`config.mk`:
```
export PLATFORM = sky130hd
export DESIGN_NAME = alarm_sounder
export DESIGN_NICKNAME = d
export VERILOG_FILES = /design/src/rtl/alarm_pkg.sv /design/src/rtl/alarm_sounder_key.sv /design/src/rtl/alarm_sounder.sv
export SDC_FILE = /design/constraint.sdc
export NUM_CORES = 1
export LEC_CHECK = 0
export BUFFER_PORTS_ARGS = -buffer_cell sky130_fd_sc_hd__buf_2
export CORE_ASPECT_RATIO = 1.5
export CORE_MARGIN = 1.5
export CORE_UTILIZATION = 25
export DETAILED_ROUTE_END_ITERATION = 7
export PLACE_DENSITY_LB_ADDON = 0.08
export SLEW_MARGIN = 25
export SYNTH_ARGS = -nofsm -noshare
export SYNTH_HDL_FRONTEND = slang
export SYNTH_HIERARCHICAL = 1
export SYNTH_SLANG_ARGS = --single-unit
```
`constraint.sdc`:
```
create_clock -name clk_50 -period 2.8 [get_ports clk_50]
set_input_delay 0.42 -clock clk_50 [delete_from_list [all_inputs] [get_ports clk_50]]
set_output_delay 0.42 -clock clk_50 [all_outputs]
set_load 0.03 [all_outputs]
```
`src/rtl/alarm_pkg.sv`:
```
// Shared types and defaults for the alarm sounder slice.
package alarm_pkg;

  typedef enum logic [1:0] {
    IDLE     = 2'd0,
    RING     = 2'd1,
    SNOOZE   = 2'd2,
    WAIT_CLR = 2'd3
  } alarm_state_e;

  localparam int unsigned TONE_DIV_DEF   = 12500;
  localparam int unsigned BEEP_DIV_DEF   = 12500000;
  localparam int unsigned SEC_DIV_DEF    = 50000000;
  localparam int unsigned RING_SEC_DEF   = 60;
  localparam int unsigned SNOOZE_SEC_DEF = 300;
  localparam int unsigned DEB_CNT_DEF    = 1000000;

  // Counter width for a divisor; never narrower than one bit.
  function automatic int unsigned cnt_width(input int unsigned div);
    return (div > 1) ? int'($clog2(div)) : 1;
  endfunction

endpackage

```
`src/rtl/alarm_sounder_key.sv`:
```
// key_debounce: 2-FF synchroniser plus debouncer emitting a one-cycle pulse
// once the key has been stable high for DEB_CNT cycles; re-arms only after
// DEB_CNT stable-low cycles.
module key_debounce
  import alarm_pkg::*;
#(
  parameter int unsigned DEB_CNT = DEB_CNT_DEF
) (
  input  logic clk_50,
  input  logic ncr,
  input  logic key_raw,
  output logic key_pulse
);

  localparam int unsigned    CW       = cnt_width(DEB_CNT);
  localparam logic [CW-1:0]  CNT_LAST = CW'(DEB_CNT - 1);

  logic          sync1_q, sync1_d;
  logic          sync2_q, sync2_d;
  logic          level_q, level_d;
  logic [CW-1:0] cnt_q, cnt_d;

  // Count cycles the synchronised key differs from the accepted level.
  always_comb begin
    sync1_d   = key_raw;
    sync2_d   = sync1_q;
    level_d   = level_q;
    cnt_d     = '0;
    key_pulse = 1'b0;
    if (sync2_q != level_q) begin
      if (cnt_q == CNT_LAST) begin
        level_d   = sync2_q;
        key_pulse = sync2_q;
      end else begin
        cnt_d = cnt_q + 1'b1;
      end
    end
  end

  // Synchroniser and debounce state registers.
  always_ff @(posedge clk_50 or negedge ncr) begin
    if (!ncr) begin
      sync1_q <= 1'b0;
      sync2_q <= 1'b0;
      level_q <= 1'b0;
      cnt_q   <= '0;
    end else begin
      sync1_q <= sync1_d;
      sync2_q <= sync2_d;
      level_q <= level_d;
      cnt_q   <= cnt_d;
    end
  end

endmodule

```
`src/rtl/alarm_sounder.sv`:
```
// alarm_sounder: turns the alarm-match level into a beeping buzzer tone with
// stop, snooze and auto-timeout. Optional feature macro: ALARM_SNOOZE_EN
// (snooze key and SNOOZE state; when undefined snoozing is tied low).
module alarm_sounder
  import alarm_pkg::*;
#(
  parameter int unsigned TONE_DIV   = TONE_DIV_DEF,
  parameter int unsigned BEEP_DIV   = BEEP_DIV_DEF,
  parameter int unsigned SEC_DIV    = SEC_DIV_DEF,
  parameter int unsigned RING_SEC   = RING_SEC_DEF,
  parameter int unsigned SNOOZE_SEC = SNOOZE_SEC_DEF,
  parameter int unsigned DEB_CNT    = DEB_CNT_DEF
) (
  input  logic clk_50,
  input  logic ncr,
  input  logic alarm_match,
  input  logic alarm_on,
  input  logic stop_key,
  input  logic snooze_key,
  output logic buzzer,
  output logic ringing,
  output logic snoozing
);

  localparam int unsigned   TW = cnt_width(TONE_DIV);
  localparam int unsigned   BW = cnt_width(BEEP_DIV);
  localparam int unsigned   SW = cnt_width(SEC_DIV);
  localparam logic [TW-1:0] TONE_LAST   = TW'(TONE_DIV - 1);
  localparam logic [BW-1:0] BEEP_LAST   = BW'(BEEP_DIV - 1);
  localparam logic [SW-1:0] TICK_LAST   = SW'(SEC_DIV - 1);
  localparam logic [8:0]    RING_LAST   = 9'(RING_SEC - 1);
  localparam logic [8:0]    SNOOZE_LAST = 9'(SNOOZE_SEC - 1);

  alarm_state_e  state_q, state_d;
  logic          match_q, match_d;
  logic [TW-1:0] tone_cnt_q, tone_cnt_d;
  logic          tone_q, tone_d;
  logic [BW-1:0] beep_cnt_q, beep_cnt_d;
  logic          beep_q, beep_d;
  logic [SW-1:0] tick_cnt_q, tick_cnt_d;
  logic [8:0]    sec_cnt_q, sec_cnt_d;
  logic          buzzer_q, buzzer_d;
  logic          ringing_q, ringing_d;

  logic match_rise, tick, enter_ring, enter_timed;
  logic stop_pulse, snooze_pulse;

  key_debounce #(.DEB_CNT(DEB_CNT)) u_stop_deb (
    .clk_50    (clk_50),
    .ncr       (ncr),
    .key_raw   (stop_key),
    .key_pulse (stop_pulse)
  );

`ifdef ALARM_SNOOZE_EN
  key_debounce #(.DEB_CNT(DEB_CNT)) u_snooze_deb (
    .clk_50    (clk_50),
    .ncr       (ncr),
    .key_raw   (snooze_key),
    .key_pulse (snooze_pulse)
  );
`else
  logic snooze_key_unused;
  assign snooze_key_unused = snooze_key;
  assign snooze_pulse      = 1'b0;
`endif

  assign match_rise = alarm_match & ~match_q;
  assign tick       = (tick_cnt_q == TICK_LAST);

  // Next-state logic; alarm_on low overrides every other transition.
  always_comb begin
    state_d = state_q;
    case (state_q)
      IDLE:     if (match_rise) state_d = RING;
      RING: begin
        if (stop_pulse)                          state_d = WAIT_CLR;
        else if (snooze_pulse)                   state_d = SNOOZE;
        else if (tick && sec_cnt_q == RING_LAST) state_d = WAIT_CLR;
      end
      SNOOZE: begin
        if (stop_pulse)                            state_d = WAIT_CLR;
        else if (tick && sec_cnt_q == SNOOZE_LAST) state_d = RING;
      end
      WAIT_CLR: if (!alarm_match) state_d = IDLE;
      default:  state_d = IDLE;
    endcase
    if (!alarm_on) state_d = IDLE;
  end

  // Tone, cadence and seconds counters; output decodes use next-cycle values
  // so the registered outputs line up with the state register.
  always_comb begin
    enter_ring  = (state_d == RING) && (state_q != RING);
    enter_timed = enter_ring || ((state_d == SNOOZE) && (state_q != SNOOZE));
    match_d     = alarm_match;

    tone_cnt_d = tone_cnt_q + 1'b1;
    tone_d     = tone_q;
    if (enter_ring) begin
      tone_cnt_d = '0;
      tone_d     = 1'b0;
    end else if (tone_cnt_q == TONE_LAST) begin
      tone_cnt_d = '0;
      tone_d     = ~tone_q;
    end

    beep_cnt_d = beep_cnt_q + 1'b1;
    beep_d     = beep_q;
    if (enter_ring) begin
      beep_cnt_d = '0;
      beep_d     = 1'b1;
    end else if (beep_cnt_q == BEEP_LAST) begin
      beep_cnt_d = '0;
      beep_d     = ~beep_q;
    end

    tick_cnt_d = (enter_timed || tick) ? '0 : tick_cnt_q + 1'b1;

    sec_cnt_d = sec_cnt_q;
    if (enter_timed) begin
      sec_cnt_d = '0;
    end else if (tick && (state_q == RING || state_q == SNOOZE) && sec_cnt_q != '1) begin
      sec_cnt_d = sec_cnt_q + 1'b1;
    end

    buzzer_d  = (state_d == RING) & beep_d & tone_d;
    ringing_d = (state_d == RING);
  end

  // State, counter and output registers.
  always_ff @(posedge clk_50 or negedge ncr) begin
    if (!ncr) begin
      state_q    <= IDLE;
      match_q    <= 1'b1;
      tone_cnt_q <= '0;
      tone_q     <= 1'b0;
      beep_cnt_q <= '0;
      beep_q     <= 1'b0;
      tick_cnt_q <= '0;
      sec_cnt_q  <= '0;
      buzzer_q   <= 1'b0;
      ringing_q  <= 1'b0;
    end else begin
      state_q    <= state_d;
      match_q    <= match_d;
      tone_cnt_q <= tone_cnt_d;
      tone_q     <= tone_d;
      beep_cnt_q <= beep_cnt_d;
      beep_q     <= beep_d;
      tick_cnt_q <= tick_cnt_d;
      sec_cnt_q  <= sec_cnt_d;
      buzzer_q   <= buzzer_d;
      ringing_q  <= ringing_d;
    end
  end

  assign buzzer  = buzzer_q;
  assign ringing = ringing_q;

`ifdef ALARM_SNOOZE_EN
  logic snoozing_q, snoozing_d;

  // Snooze status decode.
  always_comb begin
    snoozing_d = (state_d == SNOOZE);
  end

  // Snooze status register.
  always_ff @(posedge clk_50 or negedge ncr) begin
    if (!ncr) snoozing_q <= 1'b0;
    else      snoozing_q <= snoozing_d;
  end

  assign snoozing = snoozing_q;
`else
  assign snoozing = 1'b0;
`endif

endmodule

```
==> run metrics <==
Worst IR Drop VDD=356 uV; most frequent cells in the layout=dfrtp_1, nor2_1, xor2_1; CTS buffer count=9; starting density of the core=0.256; antenna viol nets, final=0; simple-gate share of the synthesized area=0.298; status=finished with violations; core area=around 21000 sq um; top_reg_cell synth=dfrtp_1; clock root cell=clkbuf_16; first-pass GRT wire length=21.6 mm; # diodes=0; failing checks=negative setup slack; row cnt=65; vias in the first global route=4209; 1st-iter DRT viols=113; I/O pin total=9; CTS tree=done; CP most frequent cell=buf_6; fraction of registers with async set/reset=1.00; drt pass-1 iters=4; fin nets=600; largest family of logic cells by synthesized area=simple AND/OR/NAND/NOR gates; DR WL/cell=around 16 microns; WL final=13.4 mm; clk buf depth=2; setup TNS=-14150 ps; Least-Margin Pin Slew=624 ps; R2R setup slack=-240 ps; max_cap viols=0; HP Class=primary input to asynchronous set/reset pin; Min Hold Slack=71.9 ps; f_max=0.329 GHz; Seq/Total Area, Yosys=0.477; Sinks on Clock Net=103; crit path cell chain=nor4_4, nand4_2, or4_4, nor3b_4, nand2_1, a2bb2oi_2, o211ai_1, o21a_1, buf_6, buf_6, nor3_4, buf_6, buf_12, nor4_1; Post-Synth XOR/XNOR Area=0.131; placed cells=828; dpl hpwl=~8.4 mm; dpl cell area=6080 sq um; proportion of layout cells with a drive suffix above 1=0.233; Placer Congestion=0.725; Gate Count Post-Synth=approximately 530; Netlist Area Pre-Place=roughly 5400 sq um; post-layout util=0.321; worst-path cell with the longest stage delay=or4_4; flops & latches, synth=103; kind of end point of the critical path=register; Layout area overhead=25.4%; critical path's largest stage delay=460 ps; Leak=2.83 nW; Hold-fix buffers, CTS=0; Adder-Cell Fraction of Synth Area=0.0231; mux cell area share after synthesis=0.00833; CP required=3030 ps; fin cells=856; die height=183 microns; Design Power=4.41 mW; fin crit period=between 3000 and 4000 ps; compound-gate portion of the synthesized area=0.0294; RSZ-0062 raised after global routing=true; number of flops mapped to enable cells by yosys=0; initial antenna violation count=0; Final WS setup=-244 ps; gr usage total=0.123; WP data arrival=roughly 3300 ps; Setup-failing EPs final=77; Worst Path Buf+Inv=4; final max-slew violation count=0; # port buffers=6; Layout Cell Area excl Fill=slightly below 7000 sq um; vias per cell=about 4.7; most common cell after layout, fill and taps aside=dfrtp_1; Worst Path Max Fanout=9; Synth Warn #=6; Syn Area/Cell=10.3 sq um; largest net degree at the start of global routing=45; Net Count, Synth=between 500 and 600; CTS H-Tree Depth=3; final period utilization=1.09; DRC violations left=0; pwr dens=650 nW/um^2; Worst-path clk slew=around 70 ps; vias after detailed routing=4009; WS Path Type=register to register; Final Hold Viols=0; pre-CTS setup slack=-387 ps; Overflow after GRT=0; Top delay family on crit path=simple AND/OR/NAND/NOR gates; DIE AREA=22500 sq um; Synth cell types=54; clock skew=11.1 ps; Critical Path Source Type=register; die width=123 microns; clk_lat worst skew=350 ps; relative slew slack=0.584
## metal layers
metal  global-route usage  routed length [microns]  vias up
li1                     -                        -     1972
met1                0.142                     5480     2001
met2                0.226                     7520       21
met3               0.0149                      159       15
met4               0.0497                      233        0
met5                    0                        0        -
## report_power, final
| part | total [mW] | leakage, nW | switching [mW] | internal [mW] |
|---|---|---|---|---|
| sequential | 1.73 | 1.40 | 0.122 | 1.61 |
| clock | 1.47 | 0.169 | 0.574 | 0.896 |
| combinational | 1.21 | 1.25 | 0.638 | 0.567 |
## Yosys cell counts (4+ instances only)
cell | instances | share of area
a21oi_1 | 5 | 0.0046
and3_1 | 16 | 0.019
and4_1 | 6 | 0.0097
buf_6 | 8 | 0.017
dfrtp_1 | 102 | 0.47
ha_1 | 10 | 0.023
inv_1 | 12 | 0.0083
nand2_1 | 34 | 0.024
nand3_1 | 38 | 0.035
nand4_1 | 16 | 0.019
nor2_1 | 52 | 0.036
nor3_1 | 38 | 0.035
nor3_2 | 14 | 0.026
nor3b_1 | 6 | 0.0083
nor4_1 | 21 | 0.024
nor4bb_1 | 4 | 0.0074
xnor2_1 | 34 | 0.055
xor2_1 | 47 | 0.076
## sequential cells by signal, summed over array words and instances, names as in the netlist, 2 cells and up
signal	count
tick_cnt_q	26
beep_cnt_q	24
u_stop_deb/cnt_q	20
tone_cnt_q	14
sec_cnt_q	9
state_q	2
## worst paths after layout
kind / start / to / cells past startpoint
min reg2reg: u_stop_deb/sync1_q / u_stop_deb/sync2_q / 0
max reg2reg: u_stop_deb/cnt_q[6] / tick_cnt_q[25] / 14
min: ncr / u_stop_deb/cnt_q[8] / 1
max in group asynchronous: ncr / sec_cnt_q[6] / 2
min in group clk_50: stop_key / u_stop_deb/sync1_q / 1
max: u_stop_deb/cnt_q[6] / tick_cnt_q[25] / 14
## cell families after synthesis
| group | Yosys count |
|---|---|
| buffers and inverters | 28 |
| multiplexers | 4 |
| flip-flops | 103 |
| XOR/XNOR | 81 |
| other | 1 |
| AND/OR/NAND/NOR | 277 |
| adder cells (fa/ha/maj) | 10 |
| AO/OA/AOI/OAI | 21 |
## cell type report
class	count	area, sq um
Fill cell	2197	14400
Multi-Input combinational cell	394	2850
Sequential cell	103	2580
Timing Repair Buffer	64	633
Tap cell	268	335
Clock buffer	10	239
Clock inverter	5	104
Inverter	12	45.0
## what timing repair did
action                     CTS  global route
gates resized for setup     15            18
gates cloned                 1             6
setup buffers                3             4
setup endpoints to repair   77            77
pin swaps                    5             4
Power figures use the tool's default switching activity.
